[config.mk]
export PLATFORM = sky130hd
export DESIGN_NAME = uart_rx
export DESIGN_NICKNAME = d
export VERILOG_FILES = /design/src/rtl/uart_rx.sv
export SDC_FILE = /design/constraint.sdc
export NUM_CORES = 1
export LEC_CHECK = 0
export CAP_MARGIN = 0
export CORE_ASPECT_RATIO = 1.2
export CORE_MARGIN = 1.5
export CORE_UTILIZATION = 50
export DETAILED_ROUTE_END_ITERATION = 8
export PLACE_DENSITY = 0.72
export SYNTH_ARGS = -nofsm -noshare
export SYNTH_HDL_FRONTEND = slang
export SYNTH_SLANG_ARGS = --single-unit
[constraint.sdc]
create_clock -name clk -period 2.25 [get_ports clk]
set_clock_uncertainty 0.05 [all_clocks]
set_input_delay 0.5625 -clock clk [delete_from_list [all_inputs] [get_ports clk]]
set_output_delay 0.5625 -clock clk [all_outputs]
set_load 0.01 [all_outputs]
[src/rtl/uart_rx.sv]
// 8N1 UART receiver with mid-bit sampling and a 2-flop input synchronizer.
// Define UART_RX_PARITY_EN to add an even-parity bit after data bit 7.
module uart_rx #(
    parameter int unsigned CLKS_PER_BIT = 16
) (
    input  logic       clk,
    input  logic       rst,
    input  logic       rx,
    output logic [7:0] data,
    output logic       valid,
    output logic       frame_err,
    output logic       parity_err,
    output logic       busy
);

    localparam int unsigned CW = $clog2(CLKS_PER_BIT);
    localparam logic [CW-1:0] CNT_HALF = CW'(CLKS_PER_BIT / 2 - 1);
    localparam logic [CW-1:0] CNT_LAST = CW'(CLKS_PER_BIT - 1);

    localparam logic [2:0] S_IDLE   = 3'd0;
    localparam logic [2:0] S_START  = 3'd1;
    localparam logic [2:0] S_DATA   = 3'd2;
    localparam logic [2:0] S_STOP   = 3'd3;
    localparam logic [2:0] S_BREAK  = 3'd4;
`ifdef UART_RX_PARITY_EN
    localparam logic [2:0] S_PARITY = 3'd5;
`endif

    logic          rx_meta, rx_s;
    logic [2:0]    state, state_n;
    logic [CW-1:0] cnt, cnt_n;
    logic [2:0]    idx, idx_n;
    logic [7:0]    shift, shift_n;
    logic [7:0]    data_n;
    logic          valid_n, ferr_n;

    // Metastability guard; idle level is 1 so both flops reset high.
    always_ff @(posedge clk or posedge rst) begin
        if (rst) begin
            rx_meta <= 1'b1;
            rx_s    <= 1'b1;
        end else begin
            rx_meta <= rx;
            rx_s    <= rx_meta;
        end
    end

`ifdef UART_RX_PARITY_EN
    logic par_bad, par_bad_n, perr_n;

    always_ff @(posedge clk or posedge rst) begin
        if (rst) begin
            par_bad    <= 1'b0;
            parity_err <= 1'b0;
        end else begin
            par_bad    <= par_bad_n;
            parity_err <= perr_n;
        end
    end
`else
    assign parity_err = 1'b0;
`endif

    always_ff @(posedge clk or posedge rst) begin
        if (rst) begin
            state     <= S_IDLE;
            cnt       <= '0;
            idx       <= 3'd0;
            shift     <= 8'h00;
            data      <= 8'h00;
            valid     <= 1'b0;
            frame_err <= 1'b0;
            busy      <= 1'b0;
        end else begin
            state     <= state_n;
            cnt       <= cnt_n;
            idx       <= idx_n;
            shift     <= shift_n;
            data      <= data_n;
            valid     <= valid_n;
            frame_err <= ferr_n;
            busy      <= (state_n != S_IDLE);
        end
    end

    // Next-state and output decode; cnt restarts on every state change.
    always_comb begin
        state_n = state;
        cnt_n   = cnt + CW'(1);
        idx_n   = idx;
        shift_n = shift;
        data_n  = data;
        valid_n = 1'b0;
        ferr_n  = 1'b0;
`ifdef UART_RX_PARITY_EN
        par_bad_n = par_bad;
        perr_n    = 1'b0;
`endif
        case (state)
            S_IDLE: begin
                cnt_n = '0;
                if (!rx_s) state_n = S_START;
            end
            S_START: begin
                if (cnt == CNT_HALF) begin
                    cnt_n   = '0;
                    idx_n   = 3'd0;
                    state_n = rx_s ? S_IDLE : S_DATA;
                end
            end
            S_DATA: begin
                if (cnt == CNT_LAST) begin
                    cnt_n        = '0;
                    shift_n[idx] = rx_s;
                    idx_n        = idx + 3'd1;
                    if (idx == 3'd7) begin
`ifdef UART_RX_PARITY_EN
                        state_n = S_PARITY;
`else
                        state_n = S_STOP;
`endif
                    end
                end
            end
`ifdef UART_RX_PARITY_EN
            S_PARITY: begin
                if (cnt == CNT_LAST) begin
                    cnt_n     = '0;
                    par_bad_n = rx_s ^ (^shift);
                    state_n   = S_STOP;
                end
            end
`endif
            S_STOP: begin
                if (cnt == CNT_LAST) begin
                    cnt_n = '0;
                    if (rx_s) begin
                        data_n  = shift;
                        valid_n = 1'b1;
`ifdef UART_RX_PARITY_EN
                        perr_n  = par_bad;
`endif
                        state_n = S_IDLE;
                    end else begin
                        ferr_n  = 1'b1;
                        state_n = S_BREAK;
                    end
                end
            end
            S_BREAK: begin
                cnt_n = '0;
                if (rx_s) state_n = S_IDLE;
            end
            default: begin
                cnt_n   = '0;
                state_n = S_IDLE;
            end
        endcase
    end

endmodule

### Word-level counts from Yosys, hierarchy flattened

Index checks and enable logic that the tools add are counted.

* $add $sub $neg: 2
* order comparisons: 2
* equality and inequality tests: 9
* muxes and demuxes: 24
* reduce and logical (&&, ||, !) cells: 8

Operator list (count)
* two-way mux 3 bit: 9
* one-hot mux 3 bit (5 select lines): 1
* bitwise mux 8 bit: 1
* two-way mux 4 bit: 2
* one-hot mux 4 bit (2 select lines): 1
* two-way mux 1 bit: 7
* == test 3 x 2 -> 1 bit, second input constant: 2
* == test 3 bit, second input constant: 2
* one-hot mux 3 bit (2 select lines): 1
* AND reduction 3 bit: 2
* adder 4 x 1 -> 4 bit, second input constant: 1
* == test 4 x 3 -> 1 bit, second input constant: 1
* == test 4 bit, second input constant: 1
* < comparator 3 x 4 -> 1 bit, second input constant: 1
* inequality test 2 bit, second input constant: 2
* adder 3 x 1 -> 3 bit, second input constant: 1
* demux 1 bit (select 3 bit): 1
* == test 3 x 1 -> 1 bit, second input constant: 1
* greater-or-equal comparator 3 x 1 -> 1 bit, second input constant: 1
* logical NOT 3 bit: 1
* nonzero test 3 bit: 1
* two-way mux 2 bit: 1
* AND reduction 2 bit: 1
* nonzero test 2 bit: 1
* 2 further kinds: 2

* flip-flop bits (word level): 31
* input port bits: 3
* output and inout port bits: 12
* logic and storage cells: 55

### Logic depth before layout (Yosys ltp)

* word-level depth: 5
* depth in mapped cells: 5
* depth with buffers taken out: 5

### Worst setup path after synthesis

No wires, ideal clock.

* kind: register to register
* from: reg cnt[0]
* to: reg shift[1]
* library setup time: 0.127 ns
* arrival: 1.490 ns
* data required time: 2.073 ns
* slack: 0.582 ns
* cell stages (with the launch flop): 5
* buffers on the path: 0
* period minus slack after synthesis: 1.668 ns
* path through: dfrtp_1 -> ha_1 -> nand3_2 -> or4_1 -> mux2_1

* longest elaborated chain between the ends: 2

Ends and longest elaborated chain
* start: declaration: line 31 `logic [CW-1:0] cnt, cnt_n;`
* start signal: assignment: line 76 `cnt <= cnt_n;`
* == test 4 bit: line 112 `if (cnt == CNT_LAST) begin`
* AND reduction 2 bit (no line)
* end signal: assignment: line 78 `shift <= shift_n;`
* end: declaration: line 33 `logic [7:0] shift, shift_n;`

Every way passes these cells.
A chain may end at the register's enable or synchronous reset.

### Worst setup path after layout

* from: reg cnt[0]
* to: reg data[2]

* longest elaborated chain between the ends: 2

Ends and longest elaborated chain
* == test 4 bit: line 135 `if (cnt == CNT_LAST) begin`
* AND reduction 3 bit (no line)
* end signal: assignment: line 79 `data <= data_n;`
* end: declaration: line 9 `output logic [7:0] data,`

Every way passes these cells.

==> qor.csv <==
metric,value,unit
port bufs,13,
"EDFF count, synth",0,
Area contributors post-synth,"dfrtp_1 (50%), mux2_2 (10%), mux2_1 (4.6%)",
Die Y,62.15,µm
initial antenna violation count,0,
core footprint,2785,µm²
num ports,15,
# nets final,133,
"Req. time, crit path",2410,ps
leading area contributor after synthesis,dfrtp_1,
Clock Path Buffers,2,
most common cell in the netlist,dfrtp_1,
Synth Net Count,119,
clk_lat worst skew,330,ps
outcome,completed,
WL final,2.256,mm
critical path peak fanout,10,
antenna fix cells,0,
Worst Hold End,rx_s,
worst r2r src,cnt[0],
Clock transition at path regs,90,ps
CP Launch Type,flip-flop,
Leak,0.7832,nW
worst reg-to-reg setup slack,310,ps
endpoint type of the worst setup path,flip-flop,
CTS tree,done,
Vias/cell,5.568,
H-tree Lvls,2,
initial cell density of the core,52.34,%
die area,3250,µm²
Iteration-0 DRC Markers,7,
post-CTS sizing,0,
kind of critical path,flip-flop to flip-flop,
vias in the first global route,857,
"Distinct cells, synth",40,
num rows,21,
area growth from synthesis to layout,13.22,%
Mean Syn Cell Area,12.90,µm²
worst vdd ir,0.5889,mV
via count,902,
cts hold-fix bufs,0,
"Hold Vio Cnt, Final",0,
"Setup Fix Bufs, Post-CTS",0,
wire per inst,13.93,µm
first-pass GRT wire length,4.022,mm
Reg-to-Reg End,data[2],
Tmin final,1937,ps
CTS Buf Count,5,
Max-Cap Viols,0,
Worst Hold Class,flip-flop to flip-flop,
max-slew violation count,0,
P per Cell Area,820.1,nW/µm²
Reg2Reg Depth,4,
TritonRoute pass-1 iters,4,
TNS Setup,0,ps
most instantiated cells after synthesis,"dfrtp_1 (29), mux2_2 (13), inv_1 (6), mux2_1 (6)",
Clock Sinks,31,
Total Routing Usage GR,17.07,%
Final ANT Viol Nets,0,
share of layout cells above drive strength 1,24.22,%
"Top FF cell, synth",dfrtp_1,
Filler cells,248,
drt drc,0,
highest clock rate,516.2,MHz
post-synthesis sequential area ratio,53.39,%
Mapped Cells,113,
Synth top area share,49.79,%
RSZ-0062 raised after global routing,false,
Async SR Flop Fraction,100.0,%
hold_sp,rx_meta,
gp weighted congestion,0.8128,
crit path DAT,2100,ps
grt total ovfl,0,
Setup Viol. Count Final,0,
yosys warns,0,
chip width,52.29,µm
"FF+latch count, synth",31,
CTS root buf,clkbuf_4,
dpl hpwl,1.580,mm
hold path depth,0,
DP Cell Count,154,
fin crit share,86.09,%
Mapped Area,1458,µm²
Finished Layout Cells,162,
largest net degree at the start of global routing,32,
==> worst max path at each step <==
stage	from	depth (start not counted)	end	slack [ps]
global placement	cnt[0]	4	data[2]	420
floorplan	cnt[0]	4	shift[1]	580
finish	cnt[0]	4	data[2]	310
CTS	cnt[0]	4	data[2]	310
global route	cnt[0]	4	data[2]	180
detailed placement	cnt[0]	4	data[2]	320
==> placed cells by master (no fill, tap or decap), types with 2 or more instances in the layout <==
master / synthesis / routed
dfrtp_1: 29 / 29
mux2_2: 13 / 13
clkdlybuf4s50_1: 0 / 13
inv_1: 6 / 6
mux2_1: 6 / 6
clkbuf_4: 0 / 5
nand4b_1: 4 / 4
nor2_1: 4 / 4
nor4b_1: 3 / 3
nand4_1: 3 / 3
nand2_1: 3 / 3
ha_1: 3 / 3
nand3_2: 2 / 2
and3b_2: 2 / 2
nor2b_1: 2 / 2
nand3b_1: 2 / 2
buf_4: 4 / 2
dfstp_2: 2 / 2
==> flip-flops by register name, indices dropped and copies added, names as in the netlist <==
signal	count
data	8
frame_err	1
state	3
rx_meta	1
rx_s	1
cnt	4
idx	3
valid	1
shift	8
busy	1
==> layer usage <==
layer	wire, µm	vias up	track usage (%)
met5	0	-	0
met2	1068	16	24.53
met3	93	7	6.490
met1	1028	448	22.20
met4	66	0	8.654
li1	-	431	-
==> cells by family after synthesis <==
logic type | after synthesis | share of synthesized area, %
flip-flops | 31 | 53.39
buffers and inverters | 14 | 5.322
AO/OA/AOI/OAI | 5 | 2.833
AND/OR/NAND/NOR | 37 | 19.06
multiplexers | 20 | 15.36
XOR/XNOR | 2 | 1.202
other | 1 | 0.2573
adder cells (fa/ha/maj) | 3 | 2.575
==> area by class of cell <==
| cell class | instances | area, µm² | share of cell area, % |
|---|---|---|---|
| sequential | 31 | 778.2 | 47.16 |
| inverter | 6 | 22.52 | 1.365 |
| clock inverter | 1 | 5.005 | 0.3033 |
| tap | 34 | 42.54 | 2.578 |
| clock buffer | 7 | 55.05 | 3.336 |
| timing repair buffer | 15 | 145.1 | 8.795 |
| multi-input combinational | 68 | 601.8 | 36.47 |
==> where the power goes <==
part | leakage [nW] | switching (mW) | total, mW | internal [mW]
logic | 0.335 | 0.139 | 0.297 | 0.157
registers | 0.413 | 0.110 | 0.731 | 0.622
clock network | 0.0353 | 0.175 | 0.326 | 0.151
total | 0.783 | 0.424 | 1.35 | 0.930
==> metrics by stage <==
| stage | worst slack (ps) | cell area, µm² | hold WS (ps) | power, mW | utilization (%) |
|---|---|---|---|---|---|
| CTS | 305.3 | 1650 | 312.5 | 1.373 | 59.25 |
| detailed placement | 323.4 | 1590 | 298.2 | 1.039 | 57.10 |
| global route | 180.5 | 1650 | 320.3 | 1.460 | 59.25 |
| floorplan | 582.4 | 1458 | 295.2 | 0.9769 | - |
| global placement | 416.1 | 1590 | 295.6 | 1.022 | 57.10 |
| finish | 312.9 | 1650 | 309.9 | 1.354 | 59.25 |
==> critical path: stages, from the launching register on <==
cell,delay (ps)
dfrtp_1,380
ha_1,280
and3_1,420
nand3_2,300
mux2_1,400
Power figures use the tool's default switching activity.
